==> src/rtl/fifo_uart_pkg.sv <==
// Shared types and sizing helpers for the FIFO-fed UART transmitter.
package fifo_uart_pkg;

   // Fixed encoding keeps state values stable for debug probes and waveforms.
   typedef enum logic [2:0] {
      ST_IDLE   = 3'd0,
      ST_LOAD   = 3'd1,
      ST_START  = 3'd2,
      ST_DATA   = 3'd3,
      ST_PARITY = 3'd4,
      ST_STOP   = 3'd5
   } tx_state_e;

   localparam int DEF_CLKS_PER_BIT = 4;

   // Baud counter width; never narrower than one bit.
   function automatic int baud_cnt_w(input int clks_per_bit);
      return (clks_per_bit <= 2) ? 1 : $clog2(clks_per_bit);
   endfunction

endpackage

==> src/rtl/fifo_uart_tx_if.sv <==
// FIFO read port plus serial-side status, bundled between the drain stage and its surroundings.
interface fifo_uart_tx_if #(
   parameter int DATA_W = 8
);
   logic              i_enable;
   logic              i_fifo_empty;
   logic [DATA_W-1:0] i_fifo_rd_data;
   logic              o_fifo_rd_en;
   logic              o_tx;
   logic              o_busy;
   logic              o_done;

   modport master (
      output i_enable, i_fifo_empty, i_fifo_rd_data,
      input  o_fifo_rd_en, o_tx, o_busy, o_done
   );

   modport slave (
      input  i_enable, i_fifo_empty, i_fifo_rd_data,
      output o_fifo_rd_en, o_tx, o_busy, o_done
   );
endinterface

==> src/rtl/uart_baud_cnt.sv <==
// Per-bit cycle counter: held at 0 while cleared, otherwise counts 0..CLKS_PER_BIT-1
// and wraps; o_tick marks the last cycle of the current bit.
module uart_baud_cnt
   import fifo_uart_pkg::*;
#(
   parameter  int CLKS_PER_BIT = DEF_CLKS_PER_BIT,
   localparam int CNT_W        = baud_cnt_w(CLKS_PER_BIT)
) (
   input  logic             i_clk,
   input  logic             i_rst_n,
   input  logic             i_clr,
   output logic [CNT_W-1:0] o_cnt,
   output logic             o_tick
);

   localparam logic [CNT_W-1:0] LAST = CNT_W'(CLKS_PER_BIT - 1);

   logic [CNT_W-1:0] cnt_d, cnt_q;

   // Next count: clear wins, then wrap at the last cycle of a bit.
   always_comb begin
      cnt_d = cnt_q + CNT_W'(1);
      if (i_clr || (cnt_q == LAST)) begin
         cnt_d = '0;
      end
   end

   // Count register.
   always_ff @(posedge i_clk or negedge i_rst_n) begin
      if (!i_rst_n) begin
         cnt_q <= '0;
      end else begin
         cnt_q <= cnt_d;
      end
   end

   assign o_cnt  = cnt_q;
   assign o_tick = (cnt_q == LAST);

endmodule

==> src/rtl/fifo_uart_tx.sv <==
// Drains a registered-read FIFO one byte at a time and serialises each byte as
// a UART frame: start bit, data LSB first, optional even parity, stop bit.
//
// state  | meaning
// IDLE   | line high; pop when enabled and FIFO not empty
// LOAD   | popped byte valid on the read port; capture it and its parity
// START  | start bit (0)
// DATA   | data bits, LSB first, one per bit period
// PARITY | even-parity bit (only when PARITY_EN)
// STOP   | stop bit (1); done pulses in its last cycle
module fifo_uart_tx
   import fifo_uart_pkg::*;
#(
   parameter int CLKS_PER_BIT = DEF_CLKS_PER_BIT,
   parameter int DATA_W       = 8,
   parameter int PARITY_EN    = 0
) (
   input  logic           i_clk,
   input  logic           i_rst_n,
   fifo_uart_tx_if.slave  bus
);

   localparam int               CNT_W    = baud_cnt_w(CLKS_PER_BIT);
   localparam int               BIT_W    = (DATA_W <= 2) ? 1 : $clog2(DATA_W);
   localparam logic [BIT_W-1:0] LAST_BIT = BIT_W'(DATA_W - 1);
   // Count value one cycle before the end of a bit; done is registered, so it
   // is launched here to be visible during the final stop cycle.
   localparam logic [CNT_W-1:0] PRE_LAST = CNT_W'(CLKS_PER_BIT - 2);

   tx_state_e         state_d, state_q;
   logic [DATA_W-1:0] shift_d, shift_q;
   logic [BIT_W-1:0]  bit_cnt_d, bit_cnt_q;
   logic              parity_d, parity_q;
   logic              tx_d, tx_q;
   logic              done_d, done_q;
   logic              busy_d, busy_q;

   logic              baud_clr;
   logic              baud_tick;
   logic [CNT_W-1:0]  baud_cnt;
   logic              rd_en;

   // The counter restarts each frame from LOAD so START gets a full bit period.
   assign baud_clr = (state_q == ST_IDLE) || (state_q == ST_LOAD);

   uart_baud_cnt #(
      .CLKS_PER_BIT (CLKS_PER_BIT)
   ) u_baud_cnt (
      .i_clk   (i_clk),
      .i_rst_n (i_rst_n),
      .i_clr   (baud_clr),
      .o_cnt   (baud_cnt),
      .o_tick  (baud_tick)
   );

   // Pop request; gated by reset so an un-reset FIFO is never drained while we are held.
   assign rd_en = i_rst_n && (state_q == ST_IDLE) && bus.i_enable && !bus.i_fifo_empty;

   // Next-state, datapath and registered-output values for the frame sequencer.
   always_comb begin
      state_d   = state_q;
      shift_d   = shift_q;
      bit_cnt_d = bit_cnt_q;
      parity_d  = parity_q;
      tx_d      = tx_q;
      done_d    = 1'b0;

      case (state_q)
         ST_IDLE: begin
            tx_d = 1'b1;
            if (rd_en) begin
               state_d = ST_LOAD;
            end
         end

         ST_LOAD: begin
            shift_d   = bus.i_fifo_rd_data;
            parity_d  = ^bus.i_fifo_rd_data;
            bit_cnt_d = '0;
            tx_d      = 1'b0;
            state_d   = ST_START;
         end

         ST_START: begin
            if (baud_tick) begin
               tx_d    = shift_q[0];
               state_d = ST_DATA;
            end
         end

         ST_DATA: begin
            if (baud_tick) begin
               shift_d = shift_q >> 1;
               if (bit_cnt_q == LAST_BIT) begin
                  if (PARITY_EN != 0) begin
                     tx_d    = parity_q;
                     state_d = ST_PARITY;
                  end else begin
                     tx_d    = 1'b1;
                     state_d = ST_STOP;
                  end
               end else begin
                  bit_cnt_d = bit_cnt_q + BIT_W'(1);
                  tx_d      = shift_q[1];
               end
            end
         end

         ST_PARITY: begin
            if (baud_tick) begin
               tx_d    = 1'b1;
               state_d = ST_STOP;
            end
         end

         ST_STOP: begin
            if (baud_cnt == PRE_LAST) begin
               done_d = 1'b1;
            end
            if (baud_tick) begin
               tx_d    = 1'b1;
               state_d = ST_IDLE;
            end
         end

         default: begin
            tx_d    = 1'b1;
            state_d = ST_IDLE;
         end
      endcase

      busy_d = (state_d != ST_IDLE);
   end

   // State, datapath and output registers; reset forces an idle, high line immediately.
   always_ff @(posedge i_clk or negedge i_rst_n) begin
      if (!i_rst_n) begin
         state_q   <= ST_IDLE;
         shift_q   <= '0;
         bit_cnt_q <= '0;
         parity_q  <= 1'b0;
         tx_q      <= 1'b1;
         done_q    <= 1'b0;
         busy_q    <= 1'b0;
      end else begin
         state_q   <= state_d;
         shift_q   <= shift_d;
         bit_cnt_q <= bit_cnt_d;
         parity_q  <= parity_d;
         tx_q      <= tx_d;
         done_q    <= done_d;
         busy_q    <= busy_d;
      end
   end

   assign bus.o_fifo_rd_en = rd_en;
   assign bus.o_tx         = tx_q;
   assign bus.o_busy       = busy_q;
   assign bus.o_done       = done_q;

endmodule

==> src/flat_wrapper.sv <==
// flat-port wrapper written by rule: the top's interface ports become plain ports
module fifo_uart_tx_flat import fifo_uart_pkg::*;
#(
   parameter int CLKS_PER_BIT = DEF_CLKS_PER_BIT,
   parameter int DATA_W       = 8,
   parameter int PARITY_EN    = 0
)
  (i_clk, i_rst_n, bus_i_enable, bus_i_fifo_empty, bus_i_fifo_rd_data, bus_o_fifo_rd_en, bus_o_tx, bus_o_busy, bus_o_done);
  fifo_uart_tx_if #(.DATA_W(DATA_W)) bus_i ();
  input  logic i_clk;
  input  logic i_rst_n;
  input wire logic [$bits(bus_i.i_enable)-1:0] bus_i_enable;
  input wire logic [$bits(bus_i.i_fifo_empty)-1:0] bus_i_fifo_empty;
  input wire logic [$bits(bus_i.i_fifo_rd_data)-1:0] bus_i_fifo_rd_data;
  output wire logic [$bits(bus_i.o_fifo_rd_en)-1:0] bus_o_fifo_rd_en;
  output wire logic [$bits(bus_i.o_tx)-1:0] bus_o_tx;
  output wire logic [$bits(bus_i.o_busy)-1:0] bus_o_busy;
  output wire logic [$bits(bus_i.o_done)-1:0] bus_o_done;
  assign bus_i.i_enable = bus_i_enable;
  assign bus_i.i_fifo_empty = bus_i_fifo_empty;
  assign bus_i.i_fifo_rd_data = bus_i_fifo_rd_data;
  assign bus_o_fifo_rd_en = bus_i.o_fifo_rd_en;
  assign bus_o_tx = bus_i.o_tx;
  assign bus_o_busy = bus_i.o_busy;
  assign bus_o_done = bus_i.o_done;
  fifo_uart_tx #(.CLKS_PER_BIT(CLKS_PER_BIT), .DATA_W(DATA_W), .PARITY_EN(PARITY_EN)) u_core (.i_clk(i_clk), .i_rst_n(i_rst_n), .bus(bus_i));
endmodule
==> config.mk <==
export PLATFORM = sky130hd
export DESIGN_NAME = fifo_uart_tx_flat
export DESIGN_NICKNAME = d
export VERILOG_FILES = /design/src/rtl/fifo_uart_pkg.sv /design/src/rtl/fifo_uart_tx_if.sv /design/src/rtl/uart_baud_cnt.sv /design/src/rtl/fifo_uart_tx.sv /design/src/flat_wrapper.sv
export SDC_FILE = /design/constraint.sdc
export NUM_CORES = 1
export LEC_CHECK = 0
export BUFFER_PORTS_ARGS = -buffer_cell sky130_fd_sc_hd__buf_2
export CELL_PAD_IN_SITES_DETAIL_PLACEMENT = 1
export CELL_PAD_IN_SITES_GLOBAL_PLACEMENT = 1
export CORE_UTILIZATION = 43
export DETAILED_ROUTE_END_ITERATION = 10
export HOLD_SLACK_MARGIN = 0.08
export PLACE_DENSITY = 0.8
export SLEW_MARGIN = 20
export SYNTH_ARGS = -nofsm -noshare
export SYNTH_HDL_FRONTEND = slang
export SYNTH_SLANG_ARGS = --single-unit
==> constraint.sdc <==
create_clock -name i_clk -period 1.67 [get_ports i_clk]
set_clock_uncertainty 0.1 [all_clocks]
set_input_delay 0.2505 -clock i_clk [delete_from_list [all_inputs] [get_ports i_clk]]
set_output_delay 0.2505 -clock i_clk [all_outputs]
set_load 0.01 [all_outputs]
==> results of run 1 <==
==> cells by family after synthesis <==
group,after synthesis,synth area share [%]
buffers and inverters,11,8.18
and+or+nand+nor,48,26.5
xor gates and xnor gates,1,0.796
adders and majority gates,4,4.55
AOI/OAI and AO/OA,25,16.7
DFF,19,43.3
==> placed cells by master (no fill, tap or decap), types with 2 or more instances in the layout <==
cell      Yosys  layout
clkbuf_4      0       3
buf_2         2      15
nor2_1       11       9
a21oi_1       3       3
dfrtp_2       0       3
nand2b_1      2       2
o221a_1       2       2
nor2b_1       2       2
o21ai_1       6       6
nand4_1       3       3
inv_1         3       3
nor4bb_1      3       3
ha_1          4       3
and4bb_1      2       2
o221a_2       5       5
dfrtp_1      18      15
nand2_1       8       8
o21ai_0       5       5
nor3_1        4       4
and4bb_2      2       2
buf_4         2      19
nand3_1       6       6
==> state kept, by name, summed over array words and instances, names as in the netlist <==
register                 flops
u_core.u_baud_cnt.o_cnt      2
u_core.bus.o_tx              1
u_core.bit_cnt_q             3
u_core.bus.o_busy            1
u_core.shift_q               8
u_core.state_q               3
u_core.bus.o_done            1
==> power by group <==
part,switching (W),total [W],leakage [nW],internal [W]
sequential,0.0000885,0.000654,0.232,0.000566
clock,0.000146,0.000236,0.0177,0.0000894
combinational,0.000273,0.000534,0.385,0.000261
==> stage by stage <==
step | power, W | instances | instance area (um^2) | worst slack (ns) | setup TNS (ns)
floorplan | 0.00100 | 108 | 1100 | 0.290 | 0
global placement | 0.00110 | 149 | 1180 | 0.0939 | 0
detailed placement | 0.00113 | 149 | 1180 | 0.0250 | 0
CTS | 0.00138 | 155 | 1230 | 0.0164 | 0
global route | 0.00154 | 169 | 1370 | -0.0354 | -0.0380
finish | 0.00142 | 169 | 1370 | 0.0702 | 0
==> repair_timing <==
item,in CTS,in global routing
gates cloned,0,1
pin swaps,1,2
endpoints found under the setup margin,2,1
hold buffers,1,0
endpoints found under the hold margin,18,0
setup buffers,1,13
resized for setup,3,6
==> final cells by class <==
type	instances	area share [%]
timing repair buffer	37	19.6
multi-input combinational	78	39.9
clock inverter	1	0.366
sequential	19	35.1
clock buffer	3	1.65
inverter	3	0.823
tap	28	2.56
==> path summary, 6_finish.rpt <==
| check | start | to | slack (ns) | depth (start not counted) |
|---|---|---|---|---|
| max | u_core.u_baud_cnt.o_cnt[0] | u_core.shift_q[0] | 0.07 | 4 |
| min | bus_i_fifo_rd_data[7] | u_core.shift_q[7] | 0.12 | 2 |
| max reg2reg | u_core.u_baud_cnt.o_cnt[0] | u_core.shift_q[0] | 0.07 | 4 |
| min reg2reg | u_core.u_baud_cnt.o_cnt[0] | u_core.u_baud_cnt.o_cnt[0] | 0.41 | 1 |
| max in group asynchronous | i_rst_n | u_core.bus.o_tx | 0.84 | 3 |
| min in group asynchronous | i_rst_n | u_core.shift_q[7] | 0.37 | 3 |
==> critical path, cell delays in order (launching register included) <==
cell and delay [ns]:
dfrtp_1 0.42, ha_2 0.39, nor4bb_1 0.33, o21ai_0 0.11, o221a_2 0.12
==> metal layers <==
layer | up-vias | global-route usage, %
met5 | - | 0
met4 | 0 | 3.95
met3 | 6 | 5.22
met2 | 18 | 35.7
met1 | 473 | 27.7
li1 | 463 | -
==> metrics.md, run 1 <==
| Metric | Value |
|---|---|
| Pleak | about 0.63 nW |
| Top cell type's share of synthesized area | 40.9% |
| Global-route wire length before repair | around 4.3 mm |
| Vias post-DR | 960 |
| Wire length on met2 | 1.49 mm |
| RSZ-0062 raised after global routing | true |
| Maximum clock rate | 0.625 GHz |
| Reg clk slew, reported paths | 0.12 ns |
| Cell area power density | roughly 1000 nW/um^2 |
| Port bufs | 15 |
| Pin count of the biggest net entering global routing | 20 |
| Vert. Die Dim | 52.6 um |
| Diodes inserted | 0 |
| CTS Buffer Depth | 2 |
| Reg area | around 480 um^2 |
| Worst-path fanout max | 18 |
| Layout cell share with drive strength beyond 1 | approximately 40% |
| Final ANT Viol Nets | 0 |
| Register bit total from synthesis | 19 |
| H-tree levels | 1 |
| Synth cell types | 33 |
| DR pass1 iterations | 4 |
| Total Wirelength | 2.98 mm |
| Class of the most critical setup path | flop to flop |
| Skew-Pair Late Insertion Delay | 0.31 ns |
| Primary FF master, synth | dfrtp_1 |
| Starting Density | between 40% and 50% |
| CP Capture Type | flop |
| Inserted Clock Buffers | 3 |
| Initial antenna violation count | 0 |
| Wire length on met1 | 1.36 mm |
| Max-cap viol count | 0 |
| Synth top area cells | dfrtp_1 (41%), o221a_2 (5.1%), ha_1 (4.5%) |
| Ports | 16 |
| Drt via density | 5.68 |
| Fin crit period | 1.60 ns |
| Required time worst endpoint | 1.76 ns |
| Peak supply drop | 0.000723 V |
| Area Growth Syn to Fin | 24.3% |
| Setup-failing EPs final | 0 |
| Die area | about 2800 um^2 |
| Met3 WL | 99 um |
| Row count | 17 |
| Post-synthesis cell count | approximately 110 |
| Dpl hpwl | about 1.8 mm |
| CTS tree | built |
| GPL Wtd Cong | between 0.7 and 0.8 |
| Seq/Total Area, Yosys | 43.3% |
| Slew @ Worst Pin | between 0.3 and 0.4 ns |
| Clk sink count | 19 |
| Die extent in x | 52.6 um |
| Final hold vios | 0 |
| Outcome | finished clean |
| Most frequent cell after synthesis | dfrtp_1 |
| Final core utilization | 59.0% |
| Fill count | about 270 |
| Multi-input logic area | around 550 um^2 |
| Final max-slew violation count | 0 |
| FFs w/ async S/R, synth | 100% |
| Total Nets Final | 158 |
| DR iter-0 viols | 11 |
| Overflow after GRT | 0 |
| Worst hold slack | 0.119 ns |
| WL/cell | 17.6 um |
| Synthesized area per cell | 10.2 um^2 |
| Root buf cell | clkbuf_4 |
| Max layer used | met4 |
| Core Area | 2320 um^2 |
| DRC | 0 |
| Syn Std Cell Area | 1100 um^2 |
| Post-Syn Nets | 124 |
| Total track usage | 21.3% |
| Synth top cells by count | dfrtp_1 (18), nor2_1 (11), nand2_1 (8), nand3_1 (6), o21ai_1 (6) |
| CP Launch Type | flop |
| Vias in the first global route | 891 |
| Slew margin rel. | 79.3% |
| Final worst-path cycle share | 95.8% |
| Critical path arrival | between 1.5 and 2 ns |
| Post-synth EDFFs | 0 |
| Number of synthesis warnings | 0 |
| Worst hold-check path type | input port to flop |
| Yosys top cell by area | dfrtp_1 |
Power figures use the tool's default switching activity.
==> run 2, diff against run 1 <==
Settings changed: ABC_AREA set to 1, CORE_UTILIZATION 43 to 39, PLACE_DENSITY 0.8 to 0.79.
==> metrics.md, run 2 <==
| Metric | Value |
|---|---|
| Worst hold slack | 0.117 ns (-0.00169 ns) |
| CP Launch Type | flop |
| Critical path arrival | 1.26 ns (-0.43 ns) |
| Worst-path fanout max | 3 (-15) |
| Class of the most critical setup path | flop to output pin |
| Layout cell share with drive strength beyond 1 | 22.8% (-18 points) |
| Reg clk slew, reported paths | 0.11 ns (about the same) |
| Synthesized area per cell | 7.62 um^2 (-25%) |
| Yosys top cell by area | dfrtp_1 |
| DR iter-0 viols | 17 (+6) |
| Post-synth EDFFs | 0 (unchanged) |
| Die extent in x | 53.4 um (+1.4%) |
| DR pass1 iterations | 4 (unchanged) |
| CTS Buffer Depth | 2 (unchanged) |
| Max-cap viol count | 0 (unchanged) |
| Primary FF master, synth | dfrtp_1 |
| Post-Syn Nets | 151 (+22%) |
| Ports | 16 (unchanged) |
| Cell area power density | 958 nW/um^2 (-7.9%) |
| Post-synthesis cell count | 135 (+25%) |
| Worst hold-check path type | input port to flop |
| Area Growth Syn to Fin | 17.8% |
| Pin count of the biggest net entering global routing | 20 (unchanged) |
| Drt via density | 4.92 (-13%) |
| Maximum clock rate | 0.622 GHz (-0.52%) |
| Setup-failing EPs final | 0 (unchanged) |
| Fill count | 324 (+19%) |
| H-tree levels | 1 (unchanged) |
| Syn Std Cell Area | 1030 um^2 (-6.6%) |
| CTS tree | built |
| FFs w/ async S/R, synth | 100% (unchanged) |
| Seq/Total Area, Yosys | 46.4% (+3.1 points) |
| Dpl hpwl | 1.81 mm (+2.7%) |
| Overflow after GRT | 0 (unchanged) |
| Final max-slew violation count | 0 (unchanged) |
| Die area | 2850 um^2 (+2.9%) |
| GPL Wtd Cong | 0.885 (+25%) |
| Most frequent cells in the layout | nand2_1 (54), nand3_1 (18), dfrtp_1 (16), buf_2 (15), inv_1 (14) |
| Worst setup path endpoint | bus_o_fifo_rd_en |
| Global-route wire length before repair | 4.06 mm (-4.8%) |
| Number of flip-flops in the largest register | 8 (unchanged) |
| WL/cell | 13.2 um (-25%) |
| Vias in the first global route | 900 (+1.0%) |
| Final worst-path cycle share | 96.3% (+0.50 points) |
| Total track usage | 20.9% (-0.45 points) |
| Commonest non-fill, non-tap cell in the layout | nand2_1 |
| Synth top area cells | dfrtp_1 (44%), nand2_1 (20%), nand3_1 (8.8%) |
| Diodes inserted | 0 (unchanged) |
| FF-to-FF End | u_core.bit_cnt_q[1] |
| Top cell type's share of synthesized area | 43.8% (+2.9 points) |
| Peak supply drop | 0.000526 V (-27%) |
| Core Area | 2480 um^2 (+6.9%) |
| Port bufs | 15 (unchanged) |
| Pre-CTS setup slack | 0.121 ns (+0.0959 ns) |
| Number of synthesis warnings | 0 (unchanged) |
| Inserted Clock Buffers | 3 (unchanged) |
| Register bit total from synthesis | 19 (unchanged) |
| Fin crit period | 1.61 ns (+0.00836 ns) |
| Synth cell types | 16 (-52%) |
| FF-to-FF path depth | 6 (+2) |
| Final ANT Viol Nets | 0 (unchanged) |
| Starting Density | 41.5% (-6.0 points) |
| CP Capture Type | output pin |
| Synth top cells by count | nand2_1 (54), dfrtp_1 (18), nand3_1 (18), inv_1 (15), nor2_1 (10) |
| Pleak | 0.711 nW (+12%) |
| Initial antenna violation count | 0 (unchanged) |
| Total Wirelength | 2.49 mm (-16%) |
| Final hold vios | 0 (unchanged) |
| RR Startpoint | u_core.u_baud_cnt.o_cnt[0] |
| Clk sink count | 19 (unchanged) |
| Hold Path Origin | bus_i_fifo_rd_data[6] |
| Slew margin rel. | 79.0% (-0.26 points) |
| DRC | 0 (unchanged) |
| Worst reg-to-reg setup slack | 0.12 ns (+0.05 ns) |
| Vias post-DR | 925 (-3.6%) |
| Multi-input logic area | 488 um^2 (-11%) |
| Outcome | finished clean |
| CP startpoint | u_core.state_q[1] |
| Required time worst endpoint | 1.32 ns (-0.44 ns) |
| Total Nets Final | 175 (+11%) |
| Skew-Pair Late Insertion Delay | 0.30 ns (about the same) |
| Row count | 18 (+1) |
| Most flop-heavy register | u_core.shift_q |
| Vert. Die Dim | 53.4 um (+1.4%) |
| Most frequent cell after synthesis | nand2_1 |
| Top Registers | u_core.shift_q (8), u_core.bit_cnt_q (3), u_core.state_q (3) |
| Root buf cell | clkbuf_4 |
| Slew @ Worst Pin | 0.315 ns (+0.00385 ns) |
| Setup WS post-layout | 0.0618 ns (-0.00836 ns) |
| Reg area | 479 um^2 (-0.26%) |
-- run 2: changes by cell type in the layout (fill, tap and decap cells not counted), moves of 3 or more --
cell,previous run,this run
o21ai_0,5,2
o21ai_1,6,0
o221a_2,5,0
nor4bb_1,3,0
nor3_1,4,1
nand2_1,8,54
nand3_1,6,18
inv_1,3,14
buf_4,19,5
-- run 2: repair_timing --
item                                    4_1_cts  5_1_grt
pin swaps                                     0        1
hold buffers                                  1        0
gates resized for setup                       2        3
buffers inserted                              1        1
hold endpoints to repair                     19        0
gates cloned                                  0        0
endpoints found under the setup margin        1        1
-- run 2: cells by family after synthesis --
group	after synthesis	synth area share, %
AO/OA/AOI/OAI	3	1.46
adder cells (fa/ha/maj)	4	4.87
buffers and inverters	17	6.93
flip-flops	19	46.4
AND/OR/NAND/NOR	92	40.4
-- run 2: worst max-delay path, stage by stage, from the launching register on --
cell and delay (ns):
dfrtp_2 0.45, nor2_4 0.15, nand4_1 0.15, inv_1 0.08, buf_2 0.12
-- run 2: stage by stage --
step           setup TNS [ns]  area (um^2)  instances  utilization (%)  power, W
2_1_floorplan               0         1030        135                -  0.000803
3_3_place_gp                0         1150        181             46.4  0.000884
3_5_place_dp                0         1150        181             46.4  0.000910
4_1_cts                     0         1200        187             48.3   0.00117
5_1_grt               -0.0208         1210        188             48.9   0.00126
6_report                    0         1210        188             48.9   0.00116
-- run 2: routing by layer --
| metal | part of all wire [%] | global-route usage, % | up-vias |
|---|---|---|---|
| met3 | 3.6 | 6.03 | 2 |
| li1 | - | - | 468 |
| met2 | 51 | 36.0 | 15 |
| met4 | 0.68 | 7.46 | 0 |
| met1 | 45 | 24.0 | 440 |
| met5 | 0 | 0 | - |
-- run 2: area by class of cell --
type,instances,area share (%)
inverter,15,4.65
timing repair buffer,21,10.1
clock buffer,3,1.86
clock inverter,1,0.413
multi-input combinational,99,40.3
tap,30,3.10
sequential,19,39.6
-- run 2: where the power goes --
part	switching [W]	internal (W)	leakage [nW]	total [W]
Sequential	0.0000475	0.000536	0.231	0.000584
Combinational	0.000209	0.000129	0.462	0.000338
Clock	0.000149	0.0000894	0.0177	0.000238
-- run 2: worst min path at each step --
| stage | endpoint | slack (ns) | cells past startpoint |
|---|---|---|---|
| detailed placement | u_core.bus.o_busy | 0.15 | 2 |
| finish | u_core.shift_q[6] | 0.12 | 5 |
| floorplan | u_core.bit_cnt_q[0] | -0.15 | 0 |
| global placement | u_core.state_q[0] | 0.15 | 2 |
| global route | u_core.shift_q[4] | 0.12 | 5 |
| CTS | u_core.shift_q[6] | 0.11 | 5 |
==> run 3, diff against run 2 <==
Settings changed: BUFFER_PORTS_ARGS -buffer_cell sky130_fd_sc_hd__buf_2 to unset, CORE_UTILIZATION 39 to 44, DONT_BUFFER_PORTS set to 1.
==> metrics.md, run 3 (same netlist as run 2, synthesis figures left out) <==
| Metric | Value |
|---|---|
| DRC | 0 (unchanged) |
| Total track usage | 22.0% (+1.1 points) |
| Pleak | 0.672 nW (-5.4%) |
| Clk sink count | 19 (unchanged) |
| Cell Area, Placed | 1060 um^2 (-7.4%) |
| Cell area power density | 953 nW/um^2 (-0.53%) |
| Pin count of the biggest net entering global routing | 21 (+5.0%) |
| Most frequent cells in the layout | nand2_1 (54), nand3_1 (18), dfrtp_1 (17), inv_1 (15) |
| Initial antenna violation count | 0 (unchanged) |
| Critical path arrival | 1.20 ns (-0.06 ns) |
| Total Wirelength | 2.44 mm (-2.0%) |
| H-tree levels | 1 (unchanged) |
| GPL Wtd Cong | 0.732 (-17%) |
| DR pass1 iterations | 4 (unchanged) |
| Pre-CTS setup slack | 0.158 ns (+0.0371 ns) |
| DR iter-0 viols | 11 (-6) |
| Required time worst endpoint | 1.32 ns (about the same) |
| Final worst-path cycle share | 92.7% (-3.6 points) |
| Peak supply drop | 0.000705 V (+34%) |
| Final hold vios | 0 (unchanged) |
| Overflow after GRT | 0 (unchanged) |
| Global-route wire length before repair | 4.06 mm (unchanged) |
| Finished Layout Cells | 177 (-5.9%) |
| Worst hold-check path type | input port to flop |
| Vias post-DR | 913 (-1.3%) |
| Dpl hpwl | 1.67 mm (-7.9%) |
| Area Growth Syn to Fin | 16.3% |
| Vert. Die Dim | 50.3 um (-5.6%) |
| Diodes inserted | 0 (unchanged) |
| Port bufs | 0 (-15) |
| RSZ-0062 raised after global routing | false |
| Slew margin rel. | 39.9% (-39 points) |
| Ports | 16 (unchanged) |
| CTS Buffer Depth | 2 (unchanged) |
| Final ANT Viol Nets | 0 (unchanged) |
| Inserted Clock Buffers | 3 (unchanged) |
| Post-Layout Inst Area | 1200 um^2 (-1.2%) |
| CP Launch Type | flop |
| Layout cell share with drive strength beyond 1 | 10.7% (-12 points) |
| Fin crit period | 1.55 ns (-0.0609 ns) |
| Setup TNS | 0 ns (unchanged) |
| CP Capture Type | output pin |
| Total Nets Final | 166 (-5.1%) |
| Die area | 2530 um^2 (-11%) |
| Commonest non-fill, non-tap cell in the layout | nand2_1 |
| Final max-slew violation count | 0 (unchanged) |
| Root buf cell | clkbuf_4 |
| Setup-failing EPs final | 0 (unchanged) |
| Most flop-heavy register | u_core.shift_q |
| Skew-Pair Late Insertion Delay | 0.31 ns (about the same) |
| Fill count | 295 (-9.0%) |
| Maximum clock rate | 0.646 GHz (+3.9%) |
| Core Area | 2210 um^2 (-11%) |
| Max-cap viol count | 0 (unchanged) |
| Number of flip-flops in the largest register | 8 (unchanged) |
| Class of the most critical setup path | flop to output pin |
| CTS tree | built |
| Worst hold slack | 0.0476 ns (-0.0698 ns) |
| Drt via density | 5.16 (+4.8%) |
| Slew @ Worst Pin | 0.899 ns (+0.584 ns) |
| Die extent in x | 50.3 um (-5.6%) |
| Worst-path fanout max | 4 (+1) |
| Starting Density | 46.5% (+5.0 points) |
| Setup WS post-layout | 0.123 ns (+0.0609 ns) |
| Vias in the first global route | 981 (+9.0%) |
| Reg clk slew, reported paths | 0.11 ns (about the same) |
| Row count | 17 (-1) |
| DP Cell Count | 163 (-9.9%) |
| Top Registers | u_core.shift_q (8), u_core.bit_cnt_q (3), u_core.state_q (3) |
| Outcome | finished clean |
| WL/cell | 13.8 um (+4.1%) |
run 3: cell types whose count changed in the layout (fill, tap and decap cells not counted), sizes merged:
cell / delta
clkinv: -1
dlygate4sd3: +8
clkbuf: +1
buf: -17
run 3: worst max-delay path: stages (launching register included):
cell	delay, ns
dfrtp_2	0.46
nor2_4	0.15
nand4_1	0.15
inv_1	0.13
run 3: where the power goes:
part | internal, W | switching (W) | leakage (nW)
clock network | 0.0000934 | 0.000146 | 0.0150
registers | 0.000537 | 0.0000533 | 0.233
logic | 0.000121 | 0.000190 | 0.425
total | 0.000751 | 0.000389 | 0.672
run 3: timing repair:
action,in CTS,in global routing
endpoints found under the hold margin,29,19
setup buffers,0,1
gates resized for setup,1,2
cloned,0,0
setup endpoints to repair,1,1
hold buffers,8,1
run 3: per-layer routing:
metal | part of all wire (%) | vias up | track usage, % | wire [um]
li1 | - | 447 | - | -
met1 | 46 | 442 | 24.2 | 1130
met2 | 48 | 17 | 40.2 | 1180
met3 | 2.8 | 7 | 3.64 | 68
met4 | 2.7 | 0 | 11.1 | 66
met5 | 0 | - | 0 | 0
run 3: stage by stage:
stage / util (%) / power [W]
3_5_place_dp: 48.1 / 0.000869
3_3_place_gp: 48.1 / 0.000860
4_1_cts: 53.0 / 0.00114
6_report: 54.1 / 0.00114
2_1_floorplan: - / 0.000803
5_1_grt: 54.1 / 0.00122
run 3: cell type report:
type | instances | area, um^2 | share of cell area (%)
clock buffers | 4 | 26.3 | 2.20
inverters | 15 | 56.3 | 4.71
multi-input cells | 99 | 488 | 40.8
flip-flops and latches | 19 | 478 | 40.0
well taps | 28 | 35.0 | 2.93
repair buffers | 12 | 113 | 9.41
run 3: path summary, 6_finish.rpt:
check	slack [ns]	from	to	depth (start not counted)
min in group asynchronous	0.41	i_rst_n	u_core.u_baud_cnt.o_cnt[0]	1
hold / removal	0.05	i_rst_n	u_core.state_q[0]	2
max in group asynchronous	0.46	i_rst_n	u_core.state_q[1]	1
hold reg to reg	0.37	u_core.u_baud_cnt.o_cnt[0]	u_core.u_baud_cnt.o_cnt[0]	1
setup / recovery	0.12	u_core.state_q[1]	bus_o_fifo_rd_en	3
setup reg to reg	0.16	u_core.bit_cnt_q[0]	u_core.bit_cnt_q[0]	8
